### src/rtl/pipe_pkg.sv
// ============================================================================
// Module      : pipe_pkg
// Description : Shared types and constants for the LEGv8 pipeline hazard controller.
// Revision    : 1.0 - initial release
// ============================================================================
`default_nettype none

package pipe_pkg;

  typedef enum logic [0:0] {
    RUN      = 1'b0,
    MEM_WAIT = 1'b1
  } state_t;

  localparam logic [4:0] XZR_IDX = 5'd31;

  // Values that flushed pipeline registers load in place of real content.
  localparam logic [31:0] NOP_INSN = 32'hD503201F;

  typedef struct packed {
    logic reg_write;
    logic mem_to_reg;
  } wb_ctrl_t;

  localparam wb_ctrl_t WB_CTRL_ZERO = '0;

  function automatic logic is_real_reg(input logic [4:0] r);
    return r != XZR_IDX;
  endfunction

endpackage

`default_nettype wire

### src/rtl/pipeline_hazard_ctrl_if.sv
// ============================================================================
// Module      : pipeline_hazard_ctrl_if
// Description : Pipeline status, memory handshake and stall/flush controls.
//               Perf-counter signals exist only with PIPE_CTRL_PERF_EN.
// Revision    : 1.0 - initial release
// ============================================================================
`default_nettype none

interface pipeline_hazard_ctrl_if;
  logic [4:0]  id_rn;
  logic [4:0]  id_rm;
  logic        ex_memread;
  logic [4:0]  ex_rd;
  logic        mem_op;
  logic        mem_branch_taken;
  logic        dmem_ready;
  logic        dmem_req;
  logic        pc_write;
  logic        if_id_write;
  logic        if_id_flush;
  logic        id_ex_bubble;
  logic        ex_mem_flush;
  logic        ex_mem_write;
  logic        mem_wb_write;
  logic        mem_wb_bubble;
  logic        mem_err;
`ifdef PIPE_CTRL_PERF_EN
  logic        perf_clr;
  logic [31:0] stall_cycles;
  logic [31:0] flush_count;
  logic [31:0] loaduse_count;
`endif

  modport master (
`ifdef PIPE_CTRL_PERF_EN
    input  perf_clr,
    output stall_cycles, flush_count, loaduse_count,
`endif
    input  id_rn, id_rm, ex_memread, ex_rd, mem_op, mem_branch_taken, dmem_ready,
    output dmem_req, pc_write, if_id_write, if_id_flush, id_ex_bubble,
           ex_mem_flush, ex_mem_write, mem_wb_write, mem_wb_bubble, mem_err
  );

  modport slave (
`ifdef PIPE_CTRL_PERF_EN
    output perf_clr,
    input  stall_cycles, flush_count, loaduse_count,
`endif
    output id_rn, id_rm, ex_memread, ex_rd, mem_op, mem_branch_taken, dmem_ready,
    input  dmem_req, pc_write, if_id_write, if_id_flush, id_ex_bubble,
           ex_mem_flush, ex_mem_write, mem_wb_write, mem_wb_bubble, mem_err
  );
endinterface

`default_nettype wire

### src/rtl/pipeline_hazard_ctrl_hazard_detect.sv
// ============================================================================
// Module      : hazard_detect
// Description : Combinational load-use compare between ID/EX load and ID sources.
// Revision    : 1.0 - initial release
// ============================================================================
`default_nettype none

module hazard_detect
  import pipe_pkg::*;
(
  input  wire logic       i_ex_memread,
  input  wire logic [4:0] i_ex_rd,
  input  wire logic [4:0] i_id_rn,
  input  wire logic [4:0] i_id_rm,
  output logic            o_hazard
);

  // XZR reads as zero, so a load targeting it never feeds a consumer.
  assign o_hazard = i_ex_memread && is_real_reg(i_ex_rd) &&
                    ((i_ex_rd == i_id_rn) || (i_ex_rd == i_id_rm));

endmodule

`default_nettype wire

### src/rtl/pipeline_hazard_ctrl.sv
// ============================================================================
// Module      : pipeline_hazard_ctrl
// Description : Stall/flush sequencer for the 5-stage LEGv8 pipeline with
//               data-memory wait handling. Optional macro: PIPE_CTRL_PERF_EN.
// Revision    : 1.0 - initial release
// ============================================================================
`default_nettype none

module pipeline_hazard_ctrl
  import pipe_pkg::*;
#(
  parameter int MEM_TIMEOUT = 64,
  parameter int TO_W        = 8
) (
  input  wire logic              clock,
  input  wire logic              reset,
  pipeline_hazard_ctrl_if.master bus
);

  localparam logic [TO_W-1:0] c_to_last = TO_W'(MEM_TIMEOUT - 1);

  state_t          r_state;
  state_t          w_state_nxt;
  logic [TO_W-1:0] r_wait_cnt;
  logic            r_mem_err;
  logic            w_loaduse;
  logic            w_stall;
  logic            w_timeout;
  logic            w_dmem_req;
  logic            w_wb_bubble;
  logic            w_flush_apply;
  logic            w_lu_apply;

  hazard_detect u_hazard_detect (
    .i_ex_memread (bus.ex_memread),
    .i_ex_rd      (bus.ex_rd),
    .i_id_rn      (bus.id_rn),
    .i_id_rm      (bus.id_rm),
    .o_hazard     (w_loaduse)
  );

  always_ff @(posedge clock or posedge reset) begin
    if (reset) begin
      r_state    <= RUN;
      r_wait_cnt <= '0;
      r_mem_err  <= 1'b0;
    end else begin
      r_state   <= w_state_nxt;
      r_mem_err <= w_timeout;
      if (r_state == MEM_WAIT) r_wait_cnt <= r_wait_cnt + 1'b1;
      else                     r_wait_cnt <= '0;
    end
  end

  // Reset forces the pass-through control set regardless of state.
  always_comb begin
    w_state_nxt = r_state;
    w_dmem_req  = 1'b0;
    w_stall     = 1'b0;
    w_timeout   = 1'b0;
    w_wb_bubble = 1'b0;
    if (!reset) begin
      case (r_state)
        RUN: begin
          if (bus.mem_op) begin
            w_dmem_req = 1'b1;
            if (!bus.dmem_ready) begin
              w_stall     = 1'b1;
              w_state_nxt = MEM_WAIT;
            end
          end
        end
        MEM_WAIT: begin
          w_dmem_req = bus.mem_op;
          if (bus.dmem_ready) begin
            w_state_nxt = RUN;
          end else if (r_wait_cnt == c_to_last) begin
            // Abandon the access and let it retire as a bubble.
            w_timeout   = 1'b1;
            w_wb_bubble = 1'b1;
            w_state_nxt = RUN;
          end else begin
            w_stall = 1'b1;
          end
        end
        default: w_state_nxt = RUN;
      endcase
    end
  end

  // The release cycle is not a stall, so a held branch or hazard acts there.
  assign w_flush_apply = !reset && !w_stall && bus.mem_branch_taken;
  assign w_lu_apply    = !reset && !w_stall && !bus.mem_branch_taken && w_loaduse;

  assign bus.dmem_req      = w_dmem_req;
  assign bus.pc_write      = !w_stall && !w_lu_apply;
  assign bus.if_id_write   = !w_stall && !w_lu_apply;
  assign bus.if_id_flush   = w_flush_apply;
  assign bus.id_ex_bubble  = w_flush_apply || w_lu_apply;
  assign bus.ex_mem_flush  = w_flush_apply;
  assign bus.ex_mem_write  = !w_stall;
  assign bus.mem_wb_write  = !w_stall;
  assign bus.mem_wb_bubble = w_wb_bubble;
  assign bus.mem_err       = r_mem_err;

`ifdef PIPE_CTRL_PERF_EN
  logic [31:0] r_stall_cycles;
  logic [31:0] r_flush_count;
  logic [31:0] r_loaduse_count;

  always_ff @(posedge clock or posedge reset) begin
    if (reset) begin
      r_stall_cycles  <= '0;
      r_flush_count   <= '0;
      r_loaduse_count <= '0;
    end else if (bus.perf_clr) begin
      r_stall_cycles  <= '0;
      r_flush_count   <= '0;
      r_loaduse_count <= '0;
    end else begin
      if ((r_state == MEM_WAIT) && !(&r_stall_cycles)) r_stall_cycles  <= r_stall_cycles + 1'b1;
      if (w_flush_apply && !(&r_flush_count))          r_flush_count   <= r_flush_count + 1'b1;
      if (w_lu_apply && !(&r_loaduse_count))           r_loaduse_count <= r_loaduse_count + 1'b1;
    end
  end

  assign bus.stall_cycles  = r_stall_cycles;
  assign bus.flush_count   = r_flush_count;
  assign bus.loaduse_count = r_loaduse_count;
`endif

endmodule

`default_nettype wire

### src/flat_wrapper.sv
// flat-port wrapper written by rule: the top's interface ports become plain ports
module pipeline_hazard_ctrl_flat import pipe_pkg::*;
#(
  parameter int MEM_TIMEOUT = 64,
  parameter int TO_W        = 8
)
  (clock, reset, bus_id_rn, bus_id_rm, bus_ex_memread, bus_ex_rd, bus_mem_op, bus_mem_branch_taken, bus_dmem_ready, bus_dmem_req, bus_pc_write, bus_if_id_write, bus_if_id_flush, bus_id_ex_bubble, bus_ex_mem_flush, bus_ex_mem_write, bus_mem_wb_write, bus_mem_wb_bubble, bus_mem_err);
  pipeline_hazard_ctrl_if bus_i ();
  input  wire logic clock;
  input  wire logic reset;
  input wire logic [$bits(bus_i.id_rn)-1:0] bus_id_rn;
  input wire logic [$bits(bus_i.id_rm)-1:0] bus_id_rm;
  input wire logic [$bits(bus_i.ex_memread)-1:0] bus_ex_memread;
  input wire logic [$bits(bus_i.ex_rd)-1:0] bus_ex_rd;
  input wire logic [$bits(bus_i.mem_op)-1:0] bus_mem_op;
  input wire logic [$bits(bus_i.mem_branch_taken)-1:0] bus_mem_branch_taken;
  input wire logic [$bits(bus_i.dmem_ready)-1:0] bus_dmem_ready;
  output wire logic [$bits(bus_i.dmem_req)-1:0] bus_dmem_req;
  output wire logic [$bits(bus_i.pc_write)-1:0] bus_pc_write;
  output wire logic [$bits(bus_i.if_id_write)-1:0] bus_if_id_write;
  output wire logic [$bits(bus_i.if_id_flush)-1:0] bus_if_id_flush;
  output wire logic [$bits(bus_i.id_ex_bubble)-1:0] bus_id_ex_bubble;
  output wire logic [$bits(bus_i.ex_mem_flush)-1:0] bus_ex_mem_flush;
  output wire logic [$bits(bus_i.ex_mem_write)-1:0] bus_ex_mem_write;
  output wire logic [$bits(bus_i.mem_wb_write)-1:0] bus_mem_wb_write;
  output wire logic [$bits(bus_i.mem_wb_bubble)-1:0] bus_mem_wb_bubble;
  output wire logic [$bits(bus_i.mem_err)-1:0] bus_mem_err;
  assign bus_i.id_rn = bus_id_rn;
  assign bus_i.id_rm = bus_id_rm;
  assign bus_i.ex_memread = bus_ex_memread;
  assign bus_i.ex_rd = bus_ex_rd;
  assign bus_i.mem_op = bus_mem_op;
  assign bus_i.mem_branch_taken = bus_mem_branch_taken;
  assign bus_i.dmem_ready = bus_dmem_ready;
  assign bus_dmem_req = bus_i.dmem_req;
  assign bus_pc_write = bus_i.pc_write;
  assign bus_if_id_write = bus_i.if_id_write;
  assign bus_if_id_flush = bus_i.if_id_flush;
  assign bus_id_ex_bubble = bus_i.id_ex_bubble;
  assign bus_ex_mem_flush = bus_i.ex_mem_flush;
  assign bus_ex_mem_write = bus_i.ex_mem_write;
  assign bus_mem_wb_write = bus_i.mem_wb_write;
  assign bus_mem_wb_bubble = bus_i.mem_wb_bubble;
  assign bus_mem_err = bus_i.mem_err;
  pipeline_hazard_ctrl #(.MEM_TIMEOUT(MEM_TIMEOUT), .TO_W(TO_W)) u_core (.clock(clock), .reset(reset), .bus(bus_i));
endmodule
### config.mk
export PLATFORM = sky130hd
export DESIGN_NAME = pipeline_hazard_ctrl_flat
export DESIGN_NICKNAME = d
export VERILOG_FILES = /design/src/rtl/pipe_pkg.sv /design/src/rtl/pipeline_hazard_ctrl_if.sv /design/src/rtl/pipeline_hazard_ctrl_hazard_detect.sv /design/src/rtl/pipeline_hazard_ctrl.sv /design/src/flat_wrapper.sv
export SDC_FILE = /design/constraint.sdc
export NUM_CORES = 1
export LEC_CHECK = 0
export BUFFER_PORTS_ARGS = -buffer_cell sky130_fd_sc_hd__buf_2
export CELL_PAD_IN_SITES_DETAIL_PLACEMENT = 1
export CELL_PAD_IN_SITES_GLOBAL_PLACEMENT = 2
export CORE_ASPECT_RATIO = 1.2
export CORE_MARGIN = 2
export CORE_UTILIZATION = 26
export DETAILED_ROUTE_END_ITERATION = 8
export PLACE_DENSITY = 0.82
export SLEW_MARGIN = 25
export SYNTH_ARGS = -nofsm -noshare
export SYNTH_HDL_FRONTEND = slang
export SYNTH_SLANG_ARGS = --single-unit
export TNS_END_PERCENT = 30
### constraint.sdc
create_clock -name clock -period 3.7 [get_ports clock]
set_input_delay 0.74 -clock clock [delete_from_list [all_inputs] [get_ports clock]]
set_output_delay 0.74 -clock clock [all_outputs]
set_load 0.02 [all_outputs]
==> flow_metrics.py, run 1 <==
metrics = {
    "synthesis": {
        "syn_nets": 95,
        "ys_seq_elements": 10,
        "yosysSeqAreaShare_pct": 37.8,
        "ys_warn_count": 0,
        "synth.avg_cell_area_um2": 9.07,
        "ys_types": 26,
        "syn-cell-area_um2": 662,
        "synthCells": 73,
    },
    "final_layout": {
        "layout-drive-gt1-share_pct": 33.3,
        "final_cell_mix": "buf_2, xnor2_1, nand2_1, dfrtp_1",
        "mostFrequentLayoutCell": "buf_2",
        "nets": 126,
        "fillCellCount": 326,
        "syn_to_final_growth_pct": 28.4,
        "diodes": 0,
    },
    "timing": {
        "max_freq_mhz": 380,
        "drv_slew": 0,
        "post-route-min-period_ns": 2.63,
        "fin_crit_sh_pct": 71.2,
        "skew_ns": 0.000656,
        "final_hold_viol_count": 0,
        "worst_slew_pin_slew_ns": 0.463,
        "holdWs_ns": 0.471,
        "rsz0062_at_grt": "false",
        "setup_viol": 0,
        "fin_tns_setup_ns": 0,
        "relSlewSlack_pct": 69.1,
    },
    "detailed_routing": {
        "viasPerCell": 4.41,
        "antenna_left": 0,
        "via_count": 596,
        "first_iter_violations": 3,
        "first_pass_iters": 3,
        "wl_per_cell_um": 11.7,
        "route.detailed.drc": 0,
        "wl_um": 1580,
    },
    "setup_path": {
        "crit_fanout": 13,
        "critPathRequiredTime_ns": 2.96,
        "cp-start-kind": "input pin",
        "r2r-start": "u_core.r_state",
        "ff2ff_setup_slack_ns": 2.24,
        "cp-end-kind": "primary output",
        "rr_worst_depth": 4,
        "timing.rr.end": "u_core.r_state",
        "criticalPathCategory": "input pin to primary output",
        "worstPathArrival_ns": 1.89,
    },
    "cts": {
        "cts_max_path_buffers": 2,
        "ctsHoldBuffers": 0,
        "htreeDepth": 1,
        "cts_setup_buffers": 0,
        "root_buffer": "clkbuf_4",
        "clk_latency_ns": 0.25,
        "cts_buffers": 3,
        "postCtsResizedCells": 0,
        "clk_pin_slew_ns": 0.06,
        "cts_tree": "built",
        "clkSinkCount": 10,
    },
    "power": {
        "swShare_pct": 27.1,
        "p_comb_share_pct": 23.1,
        "irDropWorstVdd_uv": 173,
        "p_switching_uw": 65.5,
        "powerDensity_nw_per_um2": 285,
        "internal-power_uw": 177,
        "p_clk_share_pct": 28.5,
        "sequentialPowerShare_pct": 48.3,
        "p_leak_nw": 0.431,
    },
    "global_route": {
        "grt_pass1_vias": 653,
        "grt_max_degree": 14,
        "gr-total-overflow": 0,
        "globalRouteTotalUtil_pct": 12.0,
        "antenna_found_initial": 0,
        "grt_first_pass_wirelength_um": 2750,
    },
    "hold_path": {
        "hold_path_depth": 1,
        "worstHoldStart": "u_core.r_wait_cnt[0]",
        "hold_class": "register to register",
        "hold_path_end": "u_core.r_wait_cnt[0]",
    },
    "floorplanning": {
        "io-pin-count": 31,
        "fp.dieW_um": 50.1,
        "die_y_um": 59.3,
        "core_region_area_um2": 2480,
        "num_rows": 20,
        "die_area_um2": 2970,
        "initial_core_util_pct": 26.7,
    },
    "flow_run": {
        "cap_violations": 0,
    },
    "place": {
        "portBuffers": 30,
        "place.gp.congestion": 0.644,
        "hpwl_um": 1310,
    },
    "outcome": {
        "outcome": "finished clean",
    },
}
## state kept, by name, summed over array words and instances, names as in the netlist
name and flops:
u_core.r_state 1, u_core.r_wait_cnt 8, u_core.bus.mem_err 1
## worst max-delay path, cell delays in order
cell and delay [ns]:
buf_2 0.12, inv_1 0.35, o211a_1 0.24, a21boi_1 0.16
a32o_1 0.13, buf_2 0.16
## worst max-delay path by stage
stage | endpoint | slack, ns | start
after floorplan | bus_pc_write | 1.15 | bus_mem_op
after global placement | bus_id_ex_bubble | 1.07 | reset
final | bus_id_ex_bubble | 1.07 | reset
after detailed placement | bus_id_ex_bubble | 1.02 | reset
after CTS | bus_id_ex_bubble | 1.02 | reset
after global routing | bus_id_ex_bubble | 0.92 | u_core.r_state
## power groups by stage
stage               Clock (mW)  Combinational (mW)  Sequential [mW]
detailed placement           0              0.0572            0.119
CTS                     0.0727              0.0575            0.117
global route            0.0792              0.0627            0.118
global placement             0              0.0555            0.119
finish                  0.0690              0.0560            0.117
floorplan                    0              0.0372            0.116
## cell type report
| type | instances | area, µm² | share of cell area [%] |
|---|---|---|---|
| multi-input combinational | 56 | 374 | 44.0 |
| clock buffer | 3 | 22.5 | 2.65 |
| inverter | 3 | 11.3 | 1.33 |
| tap | 33 | 41.3 | 4.86 |
| sequential | 10 | 250 | 29.5 |
| timing repair buffer | 30 | 150 | 17.7 |
## metrics by stage
stage / total power [mW] / area (µm²) / worst slack (ns) / cells / util (%)
floorplan: 0.153 / 662 / 1.15 / 73 / -
global placement: 0.175 / 827 / 1.07 / 132 / 33.4
detailed placement: 0.176 / 827 / 1.02 / 132 / 33.4
CTS: 0.247 / 850 / 1.02 / 135 / 34.3
global route: 0.260 / 850 / 0.921 / 135 / 34.3
finish: 0.242 / 850 / 1.07 / 135 / 34.3
## cell usage after synthesis, drive strengths merged
cell type  number  share of area (%)
o211a           1                1.5
nand2          10                5.7
or3             1               0.95
a21boi          2                2.3
or2             1               0.95
nor2b           2                1.9
or3b            1                1.3
a32o            1                1.5
o21ai           1               0.76
ha              1                1.9
o31a            1                1.3
xor2            3                4.0
inv             3                1.7
buf             3                3.4
nand3           6                4.5
and3            1               0.95
nor2            2                1.1
and2            6                5.7
a32oi           1                1.3
o22ai           1               0.95
nor3            1               0.76
clkbuf          1               0.57
nor4b           1                1.3
xnor2          12                 16
dfrtp          10                 38
## layer usage
metal / up-vias / global-route usage (%) / wire length (µm)
met5: - / 0 / 0
met4: 0 / 3.57 / 5
met3: 2 / 3.54 / 118
met2: 21 / 22.2 / 811
met1: 274 / 13.1 / 647
li1: 299 / - / -
## kinds of logic after synthesis
group | after synthesis | synth area share (%)
flip-flops | 10 | 37.8
adder cells (fa/ha/maj) | 1 | 1.89
AND/OR/NAND/NOR | 32 | 25.1
XOR/XNOR | 15 | 19.8
buffers and inverters | 7 | 5.67
AO/OA/AOI/OAI | 8 | 9.64
Power figures use the tool's default switching activity.
==> run 2: changes to the inputs <==
- CORE_UTILIZATION: 26 -> 25
- PLACE_DENSITY: 0.82 -> 0.79
- clock period: 3.7 -> 2.7 ns (I/O delays scaled with it)
==> flow_metrics.py, run 2 (same netlist as run 1, synthesis figures left out) <==
metrics = {
    "outcome": {
        "outcome": "finished clean",
    },
    "timing": {
        "fin_tns_setup_ns": 0,
        "skew_ns": 0.00308,
        "fin_crit_sh_pct": 90.3,
        "drv_slew": 0,
        "max_freq_mhz": 410,
        "rsz0062_at_grt": "false",
        "setup_viol": 0,
        "final_hold_viol_count": 0,
        "post-route-min-period_ns": 2.44,
        "worst_slew_pin_slew_ns": 0.397,
        "relSlewSlack_pct": 73.2,
    },
    "cts": {
        "ctsHoldBuffers": 0,
        "htreeDepth": 1,
        "root_buffer": "clkbuf_4",
        "cts_buffers": 3,
        "cts_setup_buffers": 0,
        "clk_pin_slew_ns": 0.07,
        "clk_latency_ns": 0.26,
        "postCtsResizedCells": 0,
        "clkSinkCount": 10,
        "cts_max_path_buffers": 2,
        "cts_tree": "built",
    },
    "floorplanning": {
        "fp.dieW_um": 51.0,
        "die_y_um": 60.4,
        "io-pin-count": 31,
        "num_rows": 20,
        "die_area_um2": 3080,
        "initial_core_util_pct": 26.2,
        "core_region_area_um2": 2530,
    },
    "detailed_routing": {
        "first_pass_iters": 2,
        "wl_per_cell_um": 11.8,
        "first_iter_violations": 5,
        "route.detailed.drc": 0,
        "viasPerCell": 4.36,
        "antenna_left": 0,
        "wl_um": 1620,
        "via_count": 598,
    },
    "setup_path": {
        "worstPathArrival_ns": 1.90,
        "crit_fanout": 12,
        "critPathTopFamily": "compound AO/OA/AOI/OAI gates",
        "rr_worst_depth": 4,
        "slowest_delay_ns": 0.50,
        "path_buf_inv": 1,
        "cp_slowest_cell": "dfrtp_1",
        "cp_cell_sequence": "or3b_1, o31a_1, a21boi_1, a32o_1, buf_2",
        "critPathRequiredTime_ns": 2.16,
        "criticalPathCategory": "register to primary output",
        "cp-end-kind": "primary output",
        "cp-start-kind": "register",
        "crit_cells": 5,
    },
    "final_layout": {
        "layout-drive-gt1-share_pct": 34.6,
        "layout.cells.non_filler": 137,
        "mostFrequentLayoutCell": "buf_2",
        "post-route-util_pct": 34.5,
        "top_register": "u_core.r_wait_cnt",
        "syn_to_final_growth_pct": 31.6,
        "final_cell_mix": "buf_2, xnor2_1, nand2_1, dfrtp_1",
        "largest_reg_flops": 8,
        "diodes": 0,
        "nets": 127,
    },
    "flow_run": {
        "cap_violations": 0,
    },
    "power": {
        "power_uw": 370,
        "p_clk_share_pct": 35.9,
        "powerDensity_nw_per_um2": 425,
        "internal-power_uw": 273,
        "p_leak_nw": 0.443,
        "p_comb_share_pct": 21.0,
        "irDropWorstVdd_uv": 208,
        "swShare_pct": 26.1,
        "sequentialPowerShare_pct": 43.1,
        "p_switching_uw": 96.5,
    },
    "place": {
        "place.gp.congestion": 0.700,
        "hpwl_um": 1330,
        "dp_cells": 133,
        "portBuffers": 30,
    },
    "global_route": {
        "gr-total-overflow": 0,
        "antenna_found_initial": 0,
        "grt_first_pass_wirelength_um": 2550,
        "grt_max_degree": 13,
        "globalRouteTotalUtil_pct": 11.1,
        "grt_pass1_vias": 617,
    },
    "hold_path": {
        "hold_class": "input pin to asynchronous set/reset pin",
    },
}
-- run 2: worst paths after layout --
| check | start | end | slack (ns) |
|---|---|---|---|
| hold / removal | reset | u_core.r_wait_cnt[6] | 0.33 |
| min in group clock | u_core.r_wait_cnt[0] | u_core.r_wait_cnt[0] | 0.46 |
| hold reg to reg | u_core.r_wait_cnt[0] | u_core.r_wait_cnt[0] | 0.46 |
| setup reg to reg | u_core.r_state | u_core.r_state | 1.24 |
| max in group asynchronous | reset | u_core.r_wait_cnt[0] | 2.22 |
| setup / recovery | u_core.r_state | bus_id_ex_bubble | 0.26 |
-- run 2: per-stage QoR --
| step | area [µm²] | hold slack, ns | setup slack (ns) |
|---|---|---|---|
| after detailed placement | 835 | 0.454 | 0.546 |
| final | 871 | 0.326 | 0.261 |
| after floorplan | 662 | 0.402 | 0.456 |
| after CTS | 871 | 0.329 | 0.236 |
| after global routing | 871 | 0.349 | 0.160 |
| after global placement | 835 | 0.445 | 0.558 |
-- run 2: layout make-up --
type                       count  area, µm²
fill                         324       1660
inverter                       3       11.3
timing repair buffer          31        158
clock buffer                   4       36.3
multi-input combinational     56        374
sequential                    10        250
tap                           33       41.3
-- run 2: per-layer routing --
layer | vias to the layer above | share of wire (%) | global-route usage [%]
met3 | 0 | 7.4 | 1.23
met1 | 271 | 43 | 12.6
met2 | 25 | 49 | 20.4
met5 | - | 0 | 0
li1 | 302 | - | -
met4 | 0 | 0 | 5.79
-- run 2: power by group through the flow --
stage | registers (mW) | logic [mW] | clock network, mW
2_1_floorplan | 0.159 | 0.0510 | 0
3_3_place_gp | 0.162 | 0.0777 | 0
3_5_place_dp | 0.163 | 0.0788 | 0
4_1_cts | 0.160 | 0.0796 | 0.141
5_1_grt | 0.161 | 0.0862 | 0.144
6_report | 0.160 | 0.0776 | 0.133
-- run 2: worst register-to-register path, stage by stage (launching register included) --
cell     delay [ns]
dfrtp_1        0.50
or3b_1         0.39
o31a_1         0.30
nand2_1        0.10
nand2_1        0.06
